<file path="config.mk">
export PLATFORM = sky130hd
export DESIGN_NAME = key_load_ctrl
export DESIGN_NICKNAME = d
export VERILOG_FILES = /design/src/rtl/key_load_ctrl.sv
export SDC_FILE = /design/constraint.sdc
export NUM_CORES = 1
export LEC_CHECK = 0
export CAP_MARGIN = 10
export CORE_ASPECT_RATIO = 1.2
export CORE_MARGIN = 2
export CORE_UTILIZATION = 45
export CTS_CLUSTER_DIAMETER = 40
export CTS_CLUSTER_SIZE = 10
export DETAILED_ROUTE_END_ITERATION = 12
export GPL_TIMING_DRIVEN = 0
export HOLD_SLACK_MARGIN = 0.1
export PLACE_DENSITY = 0.7
export SETUP_SLACK_MARGIN = 0.15
export SYNTH_ARGS = -nofsm -noshare
export SYNTH_HDL_FRONTEND = slang
export SYNTH_SLANG_ARGS = --single-unit
</file>
<file path="constraint.sdc">
create_clock -name C -period 2.6 [get_ports C]
set_input_delay 0.52 -clock C [delete_from_list [all_inputs] [get_ports C]]
set_output_delay 0.52 -clock C [all_outputs]
set_load 0.01 [all_outputs]
</file>
<file path="src/rtl/key_load_ctrl.sv">
// -----------------------------------------------------------------------------
// key_load_ctrl
//
// Loads a KEY_W-bit key serially into a holding register that drives the key
// inputs of a locked netlist. The key arrives MSB first on a valid/ready bit
// stream and is followed by one even-parity bit. A key whose parity checks is
// exposed on key_out with key_valid. A key whose parity fails raises a one-cycle
// err pulse. After MAX_FAIL consecutive failures the controller locks, and only
// reset releases it.
//
// Handshake: sin_ready is high only in SHIFT. A bit moves on a rising edge of C
// when both sin_valid and sin_ready are high at that edge. The source may hold
// sin_valid low for any number of cycles. sin_ready never depends
// combinationally on sin_valid.
//
// Ports
//   C          in   clock; all state updates on its rising edge
//   R          in   synchronous active-low reset
//   start      in   level request to load (or reload) a key
//   abort      in   cancel an in-progress load (SHIFT or CHECK)
//   sin_valid  in   serial bit valid
//   sin_data   in   serial bit: KEY_W key bits MSB first, then parity
//   sin_ready  out  controller accepts a serial bit (SHIFT only)
//   key_out    out  verified key while key_valid, otherwise all zeros
//   key_valid  out  key_out holds a verified key (DONE)
//   busy       out  load in progress (SHIFT or CHECK)
//   err        out  one-cycle pulse on a parity failure
//   locked     out  sticky lockout indicator (LOCK)
//   dbg_state  out  current FSM state, for observation only
//
// Every output is a flop. Its next value is decoded from the next-state logic,
// so the outputs track the state register without any input-to-output
// combinational path.
// -----------------------------------------------------------------------------
module key_load_ctrl #(
  parameter int KEY_W    = 64,
  parameter int MAX_FAIL = 3
) (
  input  logic             C,
  input  logic             R,
  input  logic             start,
  input  logic             abort,
  input  logic             sin_valid,
  input  logic             sin_data,
  output logic             sin_ready,
  output logic [KEY_W-1:0] key_out,
  output logic             key_valid,
  output logic             busy,
  output logic             err,
  output logic             locked,
  output logic [2:0]       dbg_state
);

  // Bit counter must reach KEY_W; fail counter must reach MAX_FAIL.
  localparam int CW = $clog2(KEY_W + 1);
  localparam int FW = $clog2(MAX_FAIL + 1);

  localparam logic [CW-1:0] CNT_FULL = CW'(KEY_W);
  localparam logic [FW-1:0] FAIL_LIM = FW'(MAX_FAIL);

  typedef enum logic [2:0] {
    IDLE  = 3'd0,
    SHIFT = 3'd1,
    CHECK = 3'd2,
    DONE  = 3'd3,
    LOCK  = 3'd4
  } state_t;

  state_t           state, state_next;
  logic [KEY_W-1:0] sreg, sreg_next;
  logic [CW-1:0]    cnt, cnt_next;
  logic             par, par_next;
  logic [FW-1:0]    fails, fails_next;
  logic             err_next;

  logic             xfer;
  logic             check_ok;
  logic [FW-1:0]    fail_inc;

  // sin_ready is the registered copy of (state == SHIFT), so it is safe to
  // qualify transfers with it.
  assign xfer     = sin_valid & sin_ready;

  // Even parity: key bits XOR parity bit must reduce to zero.
  assign check_ok = ((^sreg) ^ par) == 1'b0;

  // Saturating increment. The counter never wraps, even though LOCK is
  // reached before saturation matters.
  assign fail_inc = (fails == FAIL_LIM) ? fails : fails + 1'b1;

  assign dbg_state = state;

  // ---------------------------------------------------------------------------
  // Next-state and datapath logic
  // ---------------------------------------------------------------------------
  always_comb begin
    state_next = state;
    sreg_next  = sreg;
    cnt_next   = cnt;
    par_next   = par;
    fails_next = fails;
    err_next   = 1'b0;

    case (state)
      IDLE: begin
        // abort is ignored in IDLE, but a start raised together with abort
        // does not launch a load.
        if (start && !abort) begin
          state_next = SHIFT;
          sreg_next  = '0;
          cnt_next   = '0;
          par_next   = 1'b0;
        end
      end

      SHIFT: begin
        // abort wins over a simultaneous transfer; start is ignored here.
        if (abort) begin
          state_next = IDLE;
          sreg_next  = '0;
          cnt_next   = '0;
          par_next   = 1'b0;
        end else if (xfer) begin
          if (cnt == CNT_FULL) begin
            // All key bits are in. This transfer is the parity bit.
            par_next   = sin_data;
            state_next = CHECK;
          end else begin
            sreg_next = {sreg[KEY_W-2:0], sin_data};
            cnt_next  = cnt + 1'b1;
          end
        end
      end

      CHECK: begin
        if (abort) begin
          // A cancelled check is not a failure: no err, and fails are kept.
          state_next = IDLE;
          sreg_next  = '0;
        end else if (check_ok) begin
          state_next = DONE;
          fails_next = '0;
        end else begin
          err_next   = 1'b1;
          fails_next = fail_inc;
          sreg_next  = '0;
          state_next = (fail_inc == FAIL_LIM) ? LOCK : IDLE;
        end
      end

      DONE: begin
        // Reload. The old key is dropped at this same edge.
        if (start) begin
          state_next = SHIFT;
          sreg_next  = '0;
          cnt_next   = '0;
          par_next   = 1'b0;
        end
      end

      LOCK: begin
        // Terminal until reset. All inputs are ignored.
        state_next = LOCK;
      end

      default: begin
        state_next = IDLE;
        sreg_next  = '0;
        cnt_next   = '0;
        par_next   = 1'b0;
      end
    endcase
  end

  // ---------------------------------------------------------------------------
  // State, datapath and registered outputs
  // ---------------------------------------------------------------------------
  always_ff @(posedge C) begin
    if (!R) begin
      state     <= IDLE;
      sreg      <= '0;
      cnt       <= '0;
      par       <= 1'b0;
      fails     <= '0;
      sin_ready <= 1'b0;
      key_out   <= '0;
      key_valid <= 1'b0;
      busy      <= 1'b0;
      err       <= 1'b0;
      locked    <= 1'b0;
    end else begin
      state     <= state_next;
      sreg      <= sreg_next;
      cnt       <= cnt_next;
      par       <= par_next;
      fails     <= fails_next;
      sin_ready <= (state_next == SHIFT);
      busy      <= (state_next == SHIFT) || (state_next == CHECK);
      key_valid <= (state_next == DONE);
      // Only a verified key ever reaches the netlist. Partial shifts stay hidden.
      key_out   <= (state_next == DONE) ? sreg_next : '0;
      err       <= err_next;
      locked    <= (state_next == LOCK);
    end
  end

endmodule

</file>
==> metrics.yaml <==
layout.cells.non_filler: 888
worstPathMaxFanout: 6
floorplan.die_area_sq_um: 13400
setup_total_negative_slack_ps: -9480
synthCells: 608
synth_seq_area_share: 0.519
p_leak_nw: 2.43
synth_cell_types: 44
clockRootBuffer: "clkbuf_16"
final_min_period_over_clock_period: 1.05
yosys_warnings: 0
cts.hold.buffers_added: 0
synth-seq-cells: 146
cp_cell_sequence: "xor2_1 -> xnor2_1 -> xnor3_1 -> xnor3_1 -> xnor3_2 -> xor2_4 -> o21ai_4 -> buf_4 -> nand2_1 -> a21oi_1"
timing.clock.skew_ps: 8.90
grt_setup_unrepaired: "yes"
layout.cell_area.non_filler_sq_um: 7520
average_detailed_routed_wire_length_per_instance_um: 14.6
ios: 78
pre_cts_slack_ps: -367
slew_viol_final: 0
path_common_cell: "xnor3_1"
die_h_um: 127
critical_path.startpoint_type: "flop"
placement.io_buffers: 76
synth-xor-area-share: 0.115
clock_sink_count: 146
ys.flop_type: "dfxtp_1"
power-per-cell-area_nw_per_um2: 633
first_global_vias: 4587
synth.mux.area_fraction: 0.00200
die_width_um: 106
final.fill_count: 981
diodes_inserted: 0
post-route-worst-setup-slack_ps: -133
total_drc_errors_in_the_routed_layout: 0
dpl.cell_count: 845
syn_avg_cell_area_sq_um: 9.27
violations: "negative setup slack"
finalSetupViolCount: 124
fin_crit_ps: 2730
routabilityCongestion: 0.856
detailed_place.area_sq_um: 6600
max-clock-path-buffers: 2
hold_path_class: "reg -> reg"
std_cell_rows: 44
antenna_violating_nets_left: 0
yosys.area_share.adder: 0.00444
drive_gt1_frac: 0.161
worstSetupPathType: "reg -> reg"
worstSkewPairLatency_ps: 420
worst_path_max_delay_cell: "xnor3_1"
slowest_delay_ps: 470
drt-initial-drc-count: 240
htreeDepth: 4
global_route.overflow_total: 0
fin_hold_ws_ps: 487
timing.slew.headroom: 0.496
areaGrowthSynthToFinish_pct: 33.6
max_freq_ghz: 0.366
synth_compound_area_frac: 0.174
crit_required_ps: 2910
run_status: "finished, violations left"
worst_pin_slew_ps: 746
number_of_flops_mapped_to_enable_cells_by_yosys: 0
cp-end-kind: "flop"
core_area_sq_um: 12200
antenna_violations_before_repair: 0
drv_cap: 0
post_synth_instance_area_sq_um: 5630
layout_nets: 722
dr.pass1.iters: 5
arrival_time_worst_endpoint_ps: 3040
hold_viol_final: 0
place.detailed.hpwl_um: 8970
async_reset_ff_frac: 0
combinational_family_with_the_most_area_after_synthesis: "compound AO/OA/AOI/OAI gates"
synth_fp_nets: 616
tritoncts: "yes"
gr-usage-all-layers: 0.202
cts_bufs_inserted: 17
num_vias: 4682
wirelength_um: 12900
worst_ir_drop_vdd_uv: 389
worst_setup_hold_path_clk_slew_ps: 60
initial_util: 0.463
synth_simple_gate_area_share: 0.144
largest_net_degree_at_the_start_of_global_routing: 17
grt_first_pass_wirelength_um: 21700
drt_via_density: 5.27
==> synthesized netlist by cell type, types with 2 or more instances <==
master | count | share of area
a211oi_1 | 3 | 0.0040
a21oi_1 | 103 | 0.091
a22oi_1 | 5 | 0.0067
a32o_1 | 27 | 0.048
buf_2 | 6 | 0.0053
buf_4 | 6 | 0.0080
buf_6 | 4 | 0.0080
clkbuf_1 | 23 | 0.015
dfxtp_1 | 146 | 0.52
ha_1 | 2 | 0.0044
inv_1 | 7 | 0.0047
nand2_1 | 125 | 0.083
nand2b_1 | 2 | 0.0022
nand3_1 | 3 | 0.0027
nand3b_1 | 2 | 0.0027
nand4_1 | 2 | 0.0022
nor2_1 | 24 | 0.016
nor3_1 | 24 | 0.021
nor4_1 | 2 | 0.0022
nor4b_1 | 2 | 0.0031
o21ai_0 | 3 | 0.0027
o21ai_2 | 2 | 0.0031
o21ai_4 | 2 | 0.0058
xnor2_1 | 53 | 0.082
xnor3_1 | 2 | 0.0080
xor2_1 | 10 | 0.016
==> metrics by stage <==
step                      power, W   util
after detailed placement   0.00243  0.542
after CTS                  0.00479  0.610
after global routing       0.00489  0.618
after floorplan            0.00238      -
final                      0.00476  0.618
after global placement     0.00243  0.542
==> path summary, 6_finish.rpt <==
kind,from,endpoint,slack (ps),cells after the start
worst max-delay path,sreg[44]$_SDFF_PN0_,key_out[21]$_SDFF_PN0_,-130,10
worst max register to register,sreg[44]$_SDFF_PN0_,key_out[21]$_SDFF_PN0_,-130,10
worst min-delay path,sreg[41]$_SDFF_PN0_,sreg[41]$_SDFF_PN0_,490,2
worst min register to register,sreg[41]$_SDFF_PN0_,sreg[41]$_SDFF_PN0_,490,2
==> registers in the layout (all words and copies together), names as in the netlist <==
| name | cells |
|---|---|
| fails | 2 |
| busy | 1 |
| sreg | 64 |
| cnt | 7 |
| locked | 1 |
| err | 1 |
| key_valid | 1 |
| key_out | 64 |
| sin_ready | 1 |
| dbg_state | 3 |
| par | 1 |
==> critical path, delay by kind of cell, from the launching register on <==
kind / cells / cell delay (ps)
XOR/XNOR: 6 / 1540
AO/OA/AOI/OAI: 2 / 540
flip-flops: 1 / 340
buffers and inverters: 1 / 160
AND/OR/NAND/NOR: 1 / 40
==> layout make-up <==
class	instances	area (sq um)	area share
Clock buffer	19	443	0.0589
Multi-Input combinational cell	415	2660	0.354
Buffer	39	268	0.0356
Inverter	8	30.0	0.00399
Clock inverter	13	138	0.0183
Sequential cell	146	2930	0.389
Timing Repair Buffer	87	853	0.113
Tap cell	161	201	0.0268
==> routing by layer <==
layer / up-vias / share of wire / GRT usage
met2: 151 / 0.50 / 0.350
met4: 0 / 0.023 / 0.0789
met5: - / 0 / 0
met1: 2202 / 0.43 / 0.243
met3: 29 / 0.051 / 0.0452
li1: 2300 / - / -
==> power by group <==
part,internal [W],total [W],switching (W)
logic,0.0000546,0.000167,0.000113
clock network,0.00143,0.00235,0.000922
registers,0.00224,0.00224,0.00000228
==> timing repair <==
action                                  in CTS  in global routing
pin swaps                                   10                  3
cloned                                       1                  0
endpoints found under the setup margin     134                137
buffers inserted                             7                  3
resized for setup                           52                 22
==> logic make-up (layout without fill, tap and decap cells) <==
| logic type | count (synthesis) | in the layout |
|---|---|---|
| fa+ha+maj | 2 | 2 |
| mux | 1 | 1 |
| flops | 146 | 146 |
| buf+inv | 47 | 166 |
| xor+xnor | 67 | 67 |
| simple gates | 192 | 192 |
| compound gates | 153 | 153 |
==> cells in the final DEF (no fill, tap or decap), types with 3 or more instances in the layout <==
master and instances:
a211oi_1 3, a21oi_1 78, a21oi_2 25, a22oi_1 4
a32o_1 27, buf_4 13, buf_6 8, buf_8 4
clkbuf_1 23, clkbuf_16 17, clkdlybuf4s50_1 76, clkinv_2 3
clkinvlp_4 6, dfxtp_1 142, dfxtp_2 3, inv_1 7
nand2_1 120, nand2_2 5, nor2_1 17, nor2_2 6
nor3_1 22, o21ai_0 3, o21ai_4 4, xnor2_1 50
xnor2_2 3, xor2_1 10
No activity file was read; power rests on OpenSTA's default activity.
